## config.mk

```make
export PLATFORM = sky130hd
export DESIGN_NAME = tdc_phase_det_flat
export DESIGN_NICKNAME = d
export VERILOG_FILES = /design/src/rtl/tdc_phase_det_if.sv /design/src/rtl/tdc_phase_det.sv /design/src/flat_wrapper.sv
export SDC_FILE = /design/constraint.sdc
export NUM_CORES = 1
export LEC_CHECK = 0
export CORE_ASPECT_RATIO = 0.8
export CORE_MARGIN = 4
export CORE_UTILIZATION = 34
export DETAILED_ROUTE_END_ITERATION = 10
export PLACE_DENSITY = 0.48
export REMOVE_ABC_BUFFERS = 1
export SYNTH_ARGS = -nofsm -noshare
export SYNTH_HDL_FRONTEND = slang
export SYNTH_SLANG_ARGS = --single-unit
```

## constraint.sdc

```tcl
create_clock -name clk -period 2.4 [get_ports clk]
set_input_delay 0.72 -clock clk [delete_from_list [all_inputs] [get_ports clk]]
set_output_delay 0.72 -clock clk [all_outputs]
set_load 0.05 [all_outputs]
```

## src/rtl/tdc_phase_det_if.sv

```systemverilog
// rtl/tdc_phase_det_if.sv - phase error result bundle from the TDC phase detector
interface tdc_phase_det_if #(
    parameter int CNT_W = 5
) ();
    logic [CNT_W-1:0] err_mag;
    logic             err_sign;
    logic             err_valid;
    logic             locked;

    modport master (
        output err_mag,
        output err_sign,
        output err_valid,
        output locked
    );

    modport slave (
        input err_mag,
        input err_sign,
        input err_valid,
        input locked
    );
endinterface

```

## src/rtl/tdc_phase_det.sv

```systemverilog
// rtl/tdc_phase_det.sv - counter-based ref/fb phase detector with lock flag
module tdc_phase_det #(
    parameter int CNT_W       = 5,
    parameter int SYNC_STAGES = 2,
    parameter int LOCK_TOL    = 1,
    parameter int LOCK_COUNT  = 8
) (
    input  logic             clk,
    input  logic             rst_n,
    input  logic             ena,
    input  logic             ref_in,
    input  logic             fb_in,
    tdc_phase_det_if.master  res
);
    localparam logic [CNT_W-1:0] MAX    = '1;
    localparam logic [CNT_W-1:0] TOL    = CNT_W'(LOCK_TOL);
    localparam int               LK_W   = $clog2(LOCK_COUNT + 1);
    localparam logic [LK_W-1:0]  LK_MAX = LK_W'(LOCK_COUNT);

    typedef enum logic [1:0] {
        IDLE     = 2'd0,
        WAIT_FB  = 2'd1,
        WAIT_REF = 2'd2
    } state_t;

    logic [SYNC_STAGES-1:0] ref_sync;
    logic [SYNC_STAGES-1:0] fb_sync;
    logic                   ref_d;
    logic                   fb_d;
    logic                   r_edge;
    logic                   f_edge;

    state_t                 state;
    state_t                 state_n;
    logic [CNT_W-1:0]       cnt;
    logic [CNT_W-1:0]       cnt_n;
    logic [CNT_W-1:0]       cnt_inc;
    logic                   emit;
    logic [CNT_W-1:0]       emit_mag;
    logic                   emit_sign;
    logic [LK_W-1:0]        lk;
    logic [LK_W-1:0]        lk_next;

    // Synchronize both async inputs and keep one delayed copy for edge detection;
    // runs regardless of ena so re-enabling never sees a stale transition.
    always_ff @(posedge clk) begin
        if (!rst_n) begin
            ref_sync <= '0;
            fb_sync  <= '0;
            ref_d    <= 1'b0;
            fb_d     <= 1'b0;
        end else begin
            ref_sync <= {ref_sync[SYNC_STAGES-2:0], ref_in};
            fb_sync  <= {fb_sync[SYNC_STAGES-2:0], fb_in};
            ref_d    <= ref_sync[SYNC_STAGES-1];
            fb_d     <= fb_sync[SYNC_STAGES-1];
        end
    end

    assign r_edge  = ref_sync[SYNC_STAGES-1] & ~ref_d;
    assign f_edge  = fb_sync[SYNC_STAGES-1] & ~fb_d;
    assign cnt_inc = (cnt == MAX) ? MAX : cnt + 1'b1;
    assign lk_next = (lk == LK_MAX) ? LK_MAX : lk + 1'b1;

    // Measurement FSM state and saturating distance counter.
    always_ff @(posedge clk) begin
        if (!rst_n) begin
            state <= IDLE;
            cnt   <= '0;
        end else begin
            state <= state_n;
            cnt   <= cnt_n;
        end
    end

    // Next state and emit decision: the closing edge reports cnt+1 cycles of distance,
    // a repeated opening edge reports a slip at MAX and restarts the measurement.
    always_comb begin
        state_n   = state;
        cnt_n     = cnt;
        emit      = 1'b0;
        emit_mag  = '0;
        emit_sign = 1'b0;
        if (!ena) begin
            state_n = IDLE;
            cnt_n   = '0;
        end else begin
            case (state)
                IDLE: begin
                    cnt_n = '0;
                    if (r_edge && f_edge) begin
                        emit = 1'b1;
                    end else if (r_edge) begin
                        state_n = WAIT_FB;
                    end else if (f_edge) begin
                        state_n = WAIT_REF;
                    end
                end
                WAIT_FB: begin
                    if (f_edge) begin
                        emit     = 1'b1;
                        emit_mag = cnt_inc;
                        state_n  = IDLE;
                        cnt_n    = '0;
                    end else if (r_edge) begin
                        emit     = 1'b1;
                        emit_mag = MAX;
                        cnt_n    = '0;
                    end else begin
                        cnt_n = cnt_inc;
                    end
                end
                WAIT_REF: begin
                    emit_sign = 1'b1;
                    if (r_edge) begin
                        emit     = 1'b1;
                        emit_mag = cnt_inc;
                        state_n  = IDLE;
                        cnt_n    = '0;
                    end else if (f_edge) begin
                        emit     = 1'b1;
                        emit_mag = MAX;
                        cnt_n    = '0;
                    end else begin
                        cnt_n = cnt_inc;
                    end
                end
                default: begin
                    state_n = IDLE;
                    cnt_n   = '0;
                end
            endcase
        end
    end

    // Register the emitted error and track the run of in-tolerance measurements.
    always_ff @(posedge clk) begin
        if (!rst_n) begin
            res.err_mag   <= '0;
            res.err_sign  <= 1'b0;
            res.err_valid <= 1'b0;
            res.locked    <= 1'b0;
            lk            <= '0;
        end else begin
            res.err_valid <= emit;
            if (emit) begin
                res.err_mag  <= emit_mag;
                res.err_sign <= emit_sign;
                if (emit_mag <= TOL) begin
                    lk         <= lk_next;
                    res.locked <= (lk_next == LK_MAX);
                end else begin
                    lk         <= '0;
                    res.locked <= 1'b0;
                end
            end
        end
    end
endmodule

```

## src/flat_wrapper.sv

```systemverilog
// flat-port wrapper written by rule: the top's interface ports become plain ports
module tdc_phase_det_flat 
#(
    parameter int CNT_W       = 5,
    parameter int SYNC_STAGES = 2,
    parameter int LOCK_TOL    = 1,
    parameter int LOCK_COUNT  = 8
)
  (clk, rst_n, ena, ref_in, fb_in, res_err_mag, res_err_sign, res_err_valid, res_locked);
  tdc_phase_det_if #(.CNT_W(CNT_W)) res_i ();
  input  logic clk;
  input  logic rst_n;
  input  logic ena;
  input  logic ref_in;
  input  logic fb_in;
  output wire logic [$bits(res_i.err_mag)-1:0] res_err_mag;
  output wire logic [$bits(res_i.err_sign)-1:0] res_err_sign;
  output wire logic [$bits(res_i.err_valid)-1:0] res_err_valid;
  output wire logic [$bits(res_i.locked)-1:0] res_locked;
  assign res_err_mag = res_i.err_mag;
  assign res_err_sign = res_i.err_sign;
  assign res_err_valid = res_i.err_valid;
  assign res_locked = res_i.locked;
  tdc_phase_det #(.CNT_W(CNT_W), .SYNC_STAGES(SYNC_STAGES), .LOCK_TOL(LOCK_TOL), .LOCK_COUNT(LOCK_COUNT)) u_core (.clk(clk), .rst_n(rst_n), .ena(ena), .ref_in(ref_in), .fb_in(fb_in), .res(res_i));
endmodule
```

==> results_dict.tcl <==
set metrics [dict create \
    status "complete, no violations" \
    period_needed_ns 2.24 \
    drt-vias-per-instance 5.10 \
    numClockSinks 25 \
    max_freq_mhz 447 \
    drtIter0Drc 36 \
    ys_types 36 \
    synth_edf_count 0 \
    postCtsHoldBufs 0 \
    p_seq_share_pct 59.0 \
    grt_overflow 0 \
    wire_per_inst_um 12.5 \
    synthSimpleGateAreaFrac_pct 25.0 \
    power.share.combinational_pct 6.7 \
    swShare_pct 21.9 \
    r2r_end "u_core.res.locked" \
    seq_area_um2 500 \
    synth_warnings 0 \
    p_int_uw 563 \
    worstSkewPairLatency_ns 0.27 \
    finalSetupViolCount 0 \
    relSlewSlack_pct 65.9 \
    finalWirelength_um 2480 \
    clkTransAtPathRegs_ns 0.09 \
    final_common_cell "dfxtp_1" \
    fin_crit_sh_pct 93.2 \
    grt_pass1_vias 938 \
    critical_path.cell_chain "ha_1 -> a31oi_1 -> nand2_1 -> a22oi_1 -> nor2_1 -> or4_4 -> nor2_2 -> o2bb2ai_1" \
    cp-start-kind "flop" \
    cp_max_fo 5 \
    p_leak_nw 0.508 \
    peakVddDrop_mv 0.359 \
    nFillCells 361 \
    syn_avg_cell_area_um2 8.96 \
    clock_skew_ns 0.00735 \
    grt_max_degree 20 \
    final.setup.tns_ns 0 \
    grt.total_usage_pct 10.6 \
    synth_xor_area_share_pct 0.698 \
    worstHoldEndpoint "u_core.ref_sync[1]" \
    numPortBuffers 12 \
    worst_pin_slew_ns 0.510 \
    cp.required_ns 2.60 \
    dp_hpwl_um 1850 \
    cp_top_family "simple AND/OR/NAND/NOR gates" \
    place_ws_ns 0.0226 \
    grt_pass1_wl_um 4240 \
    io_pins 13 \
    n_antenna_cell 0 \
    cts_tree "yes" \
    path_buf_inv 0 \
    die_h_um 62.3 \
    drc 0 \
    synthMuxAreaShare_pct 4.79 \
    synthToLayoutAreaGrowth_pct 18.1 \
    reg2reg_slack_ns 0.16 \
    async_reset_ff_share_pct 0 \
    row_count 19 \
    ys_ff_latch 25 \
    final_hold_viol_count 0 \
    holdPathStages 1 \
    yosysSeqAreaShare_pct 39.9 \
    post_cts_resized 0 \
    post_dp_cell_area_um2 1440 \
    p_clk_share_pct 34.3 \
    rsz0062_at_grt "false" \
    cts-root-buf "clkbuf_8" \
    nNetsFinal 169 \
    ant_nets 0 \
    worst_path_largest_cell_delay_ns 0.56 \
    gp_congestion 0.757 \
    min_path_type "flop to flop" \
    drive_above_1_share_pct 10.3 \
    synth_top_family_by_area "simple AND/OR/NAND/NOR gates" \
    netlist_area_um2 1250 \
    power_switching_uw 158 \
    setup_slack_ns 0.164 \
    drt_pass1_iterations 4 \
    clock_path_buffers 2 \
    end_kind "flop" \
    num_vias 1009 \
    cts_made_buffers 3 \
    rr_worst_depth 8 \
    critPathArrivalTime_ns 2.43 \
    cts_max_level 1 \
    synth-compound-area-share_pct 19.5 \
    synth_ff_type "dfxtp_1" \
    antenna_found_initial 0 \
    slowest_stage "or4_4" \
    synthAdderAreaFrac_pct 6.98 \
    synthCells 140 \
    powerDensity_nw_per_um2 486 \
    postLayoutCellArea_um2 1480 \
    core_um2 3490 \
    initial_utilization_pct 35.9 \
    die_w_um 75.9 \
    most-common-layout-cells "25 x dfxtp_1, 12 x nand2_1, 12 x clkdlybuf4s50_1" \
    die_area_um2 4730 \
    timing.rr.start "u_core.cnt[0]" \
    drv_cap 0 \
    post-cts-setup-buffer-count 0 \
    drv_slew 0 \
    criticalPathCategory "flop to flop" \
    multiInputGateArea_um2 716 \
    hp-start "u_core.ref_sync[0]" \
]
[logic make-up (layout without fill, tap and decap cells)]
kind of cell               Yosys count  in the layout
muxes                                6              6
AOI/OAI and AO/OA                   37             37
xor gates and xnor gates             1              1
and+or+nand+nor                     55             55
adders and majority gates            7              7
buffers and inverters                9             25
DFF                                 25             25
[cell usage after synthesis, drive strengths merged, types with 2 or more instances]
| library cell | number | area (um2) |
|---|---|---|
| a31oi | 3 | 18.8 |
| nor2b | 9 | 56.3 |
| ha | 7 | 87.6 |
| o21ai | 12 | 60.1 |
| buf | 2 | 12.5 |
| nor3 | 2 | 10.0 |
| nand3 | 2 | 10.0 |
| and2b | 2 | 17.5 |
| clkbuf | 2 | 7.51 |
| inv | 5 | 18.8 |
| nor2 | 7 | 28.8 |
| o22ai | 2 | 12.5 |
| o2bb2ai | 2 | 17.5 |
| or4 | 2 | 18.8 |
| dfxtp | 25 | 500 |
| nand2b | 6 | 40.0 |
| mux2i | 6 | 60.1 |
| and2 | 10 | 62.6 |
| a21oi | 12 | 63.8 |
| nand2 | 12 | 45.0 |
[area by class of cell]
| cell class | count | area share, % |
|---|---|---|
| Multi-Input combinational cell | 106 | 48.3 |
| Sequential cell | 25 | 33.8 |
| Timing Repair Buffer | 16 | 10.1 |
| Tap cell | 42 | 3.54 |
| Clock buffer | 4 | 3.04 |
| Inverter | 5 | 1.27 |
[power groups by stage]
stage	clock network (mW)	logic, mW	registers [mW]
5_1_grt	0.276	0.0537	0.427
3_3_place_gp	0	0.0472	0.435
4_1_cts	0.258	0.0485	0.426
6_report	0.247	0.0482	0.426
3_5_place_dp	0	0.0484	0.436
2_1_floorplan	0	0.0285	0.435
[per-stage QoR]
step	instances	total power, mW	utilization (%)	hold WS [ns]
final	198	0.721	42.4	0.452
after detailed placement	194	0.484	41.1	0.434
after global routing	198	0.756	42.4	0.470
after CTS	198	0.732	42.4	0.459
after global placement	194	0.482	41.1	0.423
after floorplan	136	0.463	-	0.412
[sequential cells by signal (all words and copies together) (netlist names)]
register              cells
u_core.fb_d               1
u_core.fb_sync            2
u_core.res.locked         1
u_core.res.err_valid      1
u_core.res.err_mag        5
u_core.state              2
u_core.ref_d              1
u_core.lk                 4
u_core.res.err_sign       1
u_core.cnt                5
u_core.ref_sync           2
[how the worst max path moves through the flow]
stage / startpoint / cells past startpoint / slack (ns) / endpoint
floorplan: u_core.cnt[0] / 8 / 0.44 / u_core.res.locked
global placement: ena / 6 / 0.08 / u_core.res.locked
detailed placement: ena / 6 / 0.02 / u_core.res.locked
CTS: u_core.cnt[0] / 8 / 0.17 / u_core.res.locked
global route: u_core.cnt[0] / 8 / 0.03 / u_core.res.locked
finish: u_core.cnt[0] / 8 / 0.16 / u_core.res.locked
[metal layers]
layer | wire length, um | global-route usage, % | up-vias | share of wire, %
li1 | - | - | 517 | -
met1 | 1320 | 14.6 | 474 | 53
met2 | 1060 | 15.8 | 16 | 43
met3 | 81 | 3.32 | 2 | 3.3
met4 | 17 | 3.11 | 0 | 0.68
met5 | 0 | 0 | - | 0
[worst register-to-register path, delay by kind of cell (launching register included)]
kind,cells,cell delay [ns]
simple gates,4,0.89
compound gates,3,0.64
flops,1,0.36
fa+ha+maj,1,0.28
(Power assumes the default switching activity.)
==> variant 1 (same settings) <==
`LOCK_COUNT` is set to 8 in 2 places; all go to 32.
--- a/src/rtl/tdc_phase_det.sv
+++ b/src/rtl/tdc_phase_det.sv
@@ -5,3 +5,3 @@
     parameter int LOCK_TOL    = 1,
-    parameter int LOCK_COUNT  = 8
+    parameter int LOCK_COUNT  = 32
 ) (
--- a/src/flat_wrapper.sv
+++ b/src/flat_wrapper.sv
@@ -6,3 +6,3 @@
     parameter int LOCK_TOL    = 1,
-    parameter int LOCK_COUNT  = 8
+    parameter int LOCK_COUNT  = 32
 )
Check against the original RTL: no difference found for any inputs over 10 cycles, from zero or initial values and one cycle with rst_n low; that may be too few to reach the edited logic, so the function may still have changed.
==> variant 1 against the unedited design <==
  * Core utilization is 1.0 points higher
  * Clock power is 3% higher
  * Design area is 14% higher
  * Die area is 10% higher
  * Power is 10% higher
  * Worst setup slack worse by 0.045 ns
  * Sequential share of layout area is 1.7 points lower
  * Synthesized area is 11% higher
  * Sequential cell count is 2 higher
  * Wire length is 16% higher
  * Largest cell class unchanged
==> variant 1: results (changes against the unedited design) <==
| Metric | Value |
|---|---|
| Status | completed |
| Detailed placer's ending HPWL | 2198 um (+19%) |
| Initial DRC count | 66 (+83%) |
| Clock Path Buffers | 2 (unchanged) |
| Hold depth | 1 (unchanged) |
| Crit path DAT | 2.50 ns (+0.07 ns) |
| Fraction of layout cells with a size suffix above 1 | 9.896% (-0.36 points) |
| CTS resizes | 0 (unchanged) |
| Vias in the first global route | 1107 (+18%) |
| Worst r2r src | u_core.state[0]$_SDFFE_PN0P_ |
| CTS Buf Count | 3 (unchanged) |
| Antenna-violating nets left | 0 (unchanged) |
| Min-delay src | u_core.ref_sync[0]$_SDFF_PN0_ |
| Largest regs | u_core.lk (6), u_core.cnt (5), u_core.res.err_mag (5) |
| Worst Setup EP | u_core.lk[0]$_SDFFE_PN0P_ |
| Clk_skew | 0.003833 ns (-0.003517 ns) |
| Largest net degree at the start of global routing | 21 (+5.0%) |
| Yosys warns | 0 (unchanged) |
| Pre-CTS WS | -0.2862 ns (-0.3088 ns) |
| ANT cells | 0 (unchanged) |
| Worst hold path class | reg2reg |
| Pleak | 0.6243 nW (+23%) |
| Avg Cell Area, Syn | 8.086 sq um (-9.8%) |
| Post-CTS Setup Bufs | 0 (unchanged) |
| Worst-path clk slew | 0.09 ns (about the same) |
| Port buffer count | 12 (unchanged) |
| Sequential share of the synthesized area | 38.64% (-1.2 points) |
| Initial antenna violation count | 0 (unchanged) |
| Primary FF master, synth | dfxtp_1 |
| Fin nets | 205 (+21%) |
| Worst R2R Path Depth | 9 (+1) |
| H-tree Lvls | 1 (unchanged) |
| First-pass GRT wire length | 4961 um (+17%) |
| Root buffer cell | clkbuf_8 |
| Critical path startpoint | ena |
| Reg2reg setup slack | 0.19 ns (+0.03 ns) |
| Total number of vias | 1198 (+19%) |
| Final Non-Filler Cells | 247 (+25%) |
| Crit Path Max Fanout | 7 (+2) |
| Least-Margin Pin Slew | 0.5458 ns (+0.03564 ns) |
| Hold endpoint | u_core.ref_sync[1]$_SDFF_PN0_ |
| 1st-pass router iterations | 4 (unchanged) |
| Synth area leaders | dfxtp_1 39%, nand2_1 7.8%, ha_1 6.3% |
| Netlist cell types | 34 (-5.6%) |
| Minimum clock period | 2.281 ns (+0.04508 ns) |
| Placer Congestion | 0.8826 (+17%) |
| Async S/R FF share, synth | 0% (unchanged) |
| Synth top cells by count | 29 x nand2_1, 27 x dfxtp_1, 10 x and2_1, 10 x nor2_1, 9 x a21oi_1 |
| Total Wirelength | 2885 um (+16%) |
| Clk_lat worst skew | 0.27 ns (about the same) |
| Gr usage total | 12.05% (+1.4 points) |
| Fillcell total | 395 (+9.4%) |
| Maximum VDD drop | 0.0002472 V (-31%) |
| Placed insts | 243 (+25%) |
==> variant 1: kinds of logic after synthesis <==
logic type | synth area share, %
fa+ha+maj | 6.261
buf+inv | 4.294
flops | 38.64
compound gates | 21.11
simple gates | 27.82
xor+xnor | 1.879
==> variant 1: stage by stage <==
stage	cell area [sq um]	hold slack, ns
6_report	1685	0.4443
2_1_floorplan	1365	0.4118
5_1_grt	1685	0.4768
3_3_place_gp	1637	0.4207
3_5_place_dp	1637	0.4261
4_1_cts	1682	0.4511
==> variant 1: per-layer routing <==
layer / global-route usage, % / wire (um) / share of wire [%]
met2: 19.48 / 1241 / 43
met5: 0 / 0 / 0
met1: 16.20 / 1501 / 52
met4: 2.790 / 19 / 0.66
met3: 2.877 / 123 / 4.3
==> variant 1: where the power goes <==
group	internal [W]	switching, W
Combinational	0.0000340	0.0000322
Clock	0.000119	0.000136
Sequential	0.000459	0.0000124
==> variant 1: cell type report <==
class	count	area [sq um]	area share [%]
multi-input combinational	131	802.0	47.59
clock buffer	4	45.04	2.673
tap	55	68.82	4.083
inverter	7	26.28	1.559
timing repair buffer	23	202.7	12.03
sequential	27	540.5	32.07
==> variant 1: critical path: stages <==
cell and delay, ns:
clkdlybuf4s50_1 0.42, nand2_1 0.08, a21oi_1 0.05, nand2_1 0.14, o22ai_1 0.11, or4_4 0.60
nor4_2 0.23, o21a_1 0.15
==> variant 2 (same settings) <==
Made on the original files. Re-encode `state_t` (3 states) as one-hot, 3 bits wide.
--- a/src/rtl/tdc_phase_det.sv
+++ b/src/rtl/tdc_phase_det.sv
@@ -19,6 +19,6 @@
 
-    typedef enum logic [1:0] {
-        IDLE     = 2'd0,
-        WAIT_FB  = 2'd1,
-        WAIT_REF = 2'd2
+    typedef enum logic [2:0] {
+        IDLE     = 3'b001,
+        WAIT_FB  = 3'b010,
+        WAIT_REF = 3'b100
     } state_t;
Check against the original RTL: same outputs for any inputs over 10 cycles, from zero or initial values and one cycle with rst_n low; not proved beyond that.
==> variant 2 against the unedited design <==
  * Sequential cell count is 1 higher
  * Clock skew down 0.0012 ns
  * Sequential share of layout area increased by 2.1 points
  * Design area down 2.2%
  * Count of clock-buffer cells in the layout is 1 lower
  * Via count fell by 5.5%
  * Synthesized cell count down 6.4%
  * Critical path depth is 7 lower
  * Global-route usage grew 1.6 points
  * Synthesized area is 4.9% lower
  * Clock power grew 45%
  * Worst setup slack improved by 0.091 ns
  * Wire length decreased by 0.16%
  * Power up 16%
  * Critical endpoint is now res_err_mag[0]
  * Largest power group unchanged
==> variant 2: results (changes against the unedited design) <==
| Metric | Value |
|---|---|
| Vias in the first global route | 916 (-2.3%) |
| First-pass GRT wire length | 4215 um (-0.50%) |
| Initial antenna violation count | 0 (unchanged) |
| Sequential share of the synthesized area | 43.61% (+3.7 points) |
| H-tree Lvls | 1 (unchanged) |
| Placed insts | 185 (-4.6%) |
| Avg Cell Area, Syn | 9.112 sq um (+1.6%) |
| Netlist cell types | 37 (+2.8%) |
| Rel. slew slack | 66.23% (+0.34 points) |
| Crit path DAT | 1.42 ns (-1.01 ns) |
| Port buffer count | 12 (unchanged) |
| Maximum VDD drop | 0.0002757 V (-23%) |
| Pleak | 0.5340 nW (+5.1%) |
| Placer Congestion | 0.8996 (+19%) |
| Status | completed |
| Total Wirelength | 2478 um (-0.16%) |
| Largest net degree at the start of global routing | 16 (-20%) |
| Root buffer cell | clkbuf_8 |
| 1st-pass router iterations | 4 (unchanged) |
| Slowest cell on crit path | clkdlybuf4s50_1 |
| Detailed placer's ending HPWL | 1937 um (+4.6%) |
| Final Non-Filler Cells | 189 (-4.5%) |
| Async S/R FF share, synth | 0% (unchanged) |
| Power Dens Cells | 578.6 nW/um^2 (+19%) |
| Largest stage delay on the critical path | 0.80 ns (+0.24 ns) |
| Vias per cell | 5.048 (-0.95%) |
| Crit Path Max Fanout | 2 (-3) |
| Hold-fix buffers at CTS | 0 (unchanged) |
| Synth top cells by count | 26 x dfxtp_1, 13 x a21oi_1, 13 x nand2_1 |
| Synth area leaders | dfxtp_1 44%, a21oi_1 5.5%, and2_1 4.2% |
| Fillcell total | 330 (-8.6%) |
| CTS resizes | 0 (unchanged) |
| Fin nets | 158 (-6.5%) |
| Gr usage total | 12.23% (+1.6 points) |
| Clk_skew | 0.006156 ns (-0.001194 ns) |
| Fraction of layout cells with a size suffix above 1 | 12.08% (+1.8 points) |
| Placed inst area | 1379 sq um (-4.1%) |
| Worst path top cell family by delay | buffers and inverters |
==> variant 2: cell types whose count changed after synthesis, moves of 4 or more <==
cell and delta:
ha_1 -4, mux2i_1 -6, nor2b_1 -4, o21ai_1 -4, o221a_2 +4
==> variant 2: cells by family after synthesis <==
| logic type | count (synthesis) | share of synthesized area (%) |
|---|---|---|
| AND/OR/NAND/NOR | 56 | 26.83 |
| AO/OA/AOI/OAI | 36 | 20.96 |
| adder cells (fa/ha/maj) | 3 | 3.145 |
| XOR/XNOR | 4 | 2.936 |
| buffers and inverters | 6 | 2.515 |
| flip-flops | 26 | 43.61 |
==> variant 2: layer usage <==
layer,part of all wire (%),vias up,routed length [um],track usage (%)
met5,0,-,0,0
met4,0.81,0,20,3.046
met3,3.3,2,82,3.477
met2,44,10,1097,19.44
met1,52,441,1278,16.55
li1,-,501,-,-
==> variant 2: path summary, 6_finish.rpt <==
path | cells after the start | endpoint | slack (ns) | start
hold reg to reg | 1 | u_core.ref_sync[1]$_SDFF_PN0_ | 0.44 | u_core.ref_sync[0]$_SDFF_PN0_
hold / removal | 1 | u_core.ref_sync[1]$_SDFF_PN0_ | 0.44 | u_core.ref_sync[0]$_SDFF_PN0_
setup reg to reg | 6 | u_core.lk[3]$_SDFFE_PN0P_ | 0.33 | u_core.cnt[0]$_SDFF_PN0_
setup / recovery | 1 | res_err_mag[0] | 0.26 | u_core.res.err_mag[0]$_SDFFE_PN0P_
==> variant 2: power by group <==
group	switching, W	internal, W	leakage [nW]
clock network	0.000134	0.000223	0.0357
logic	0.0000222	0.0000194	0.288
registers	0.00000345	0.000437	0.211
==> variant 2: final cells by class <==
type | instances | area share, %
flip-flops and latches | 26 | 35.89
multi-input cells | 99 | 44.35
well taps | 40 | 3.451
repair buffers | 16 | 10.35
clock buffers | 3 | 2.847
clock inverters | 1 | 2.071
inverters | 4 | 1.035
==> variant 2: through the flow <==
stage	setup slack [ns]	power (W)
floorplan	0.5422	0.0004725
global placement	0.1863	0.0004921
detailed placement	0.1436	0.0004927
CTS	0.2393	0.0008536
global route	0.1631	0.0008771
finish	0.2551	0.0008390
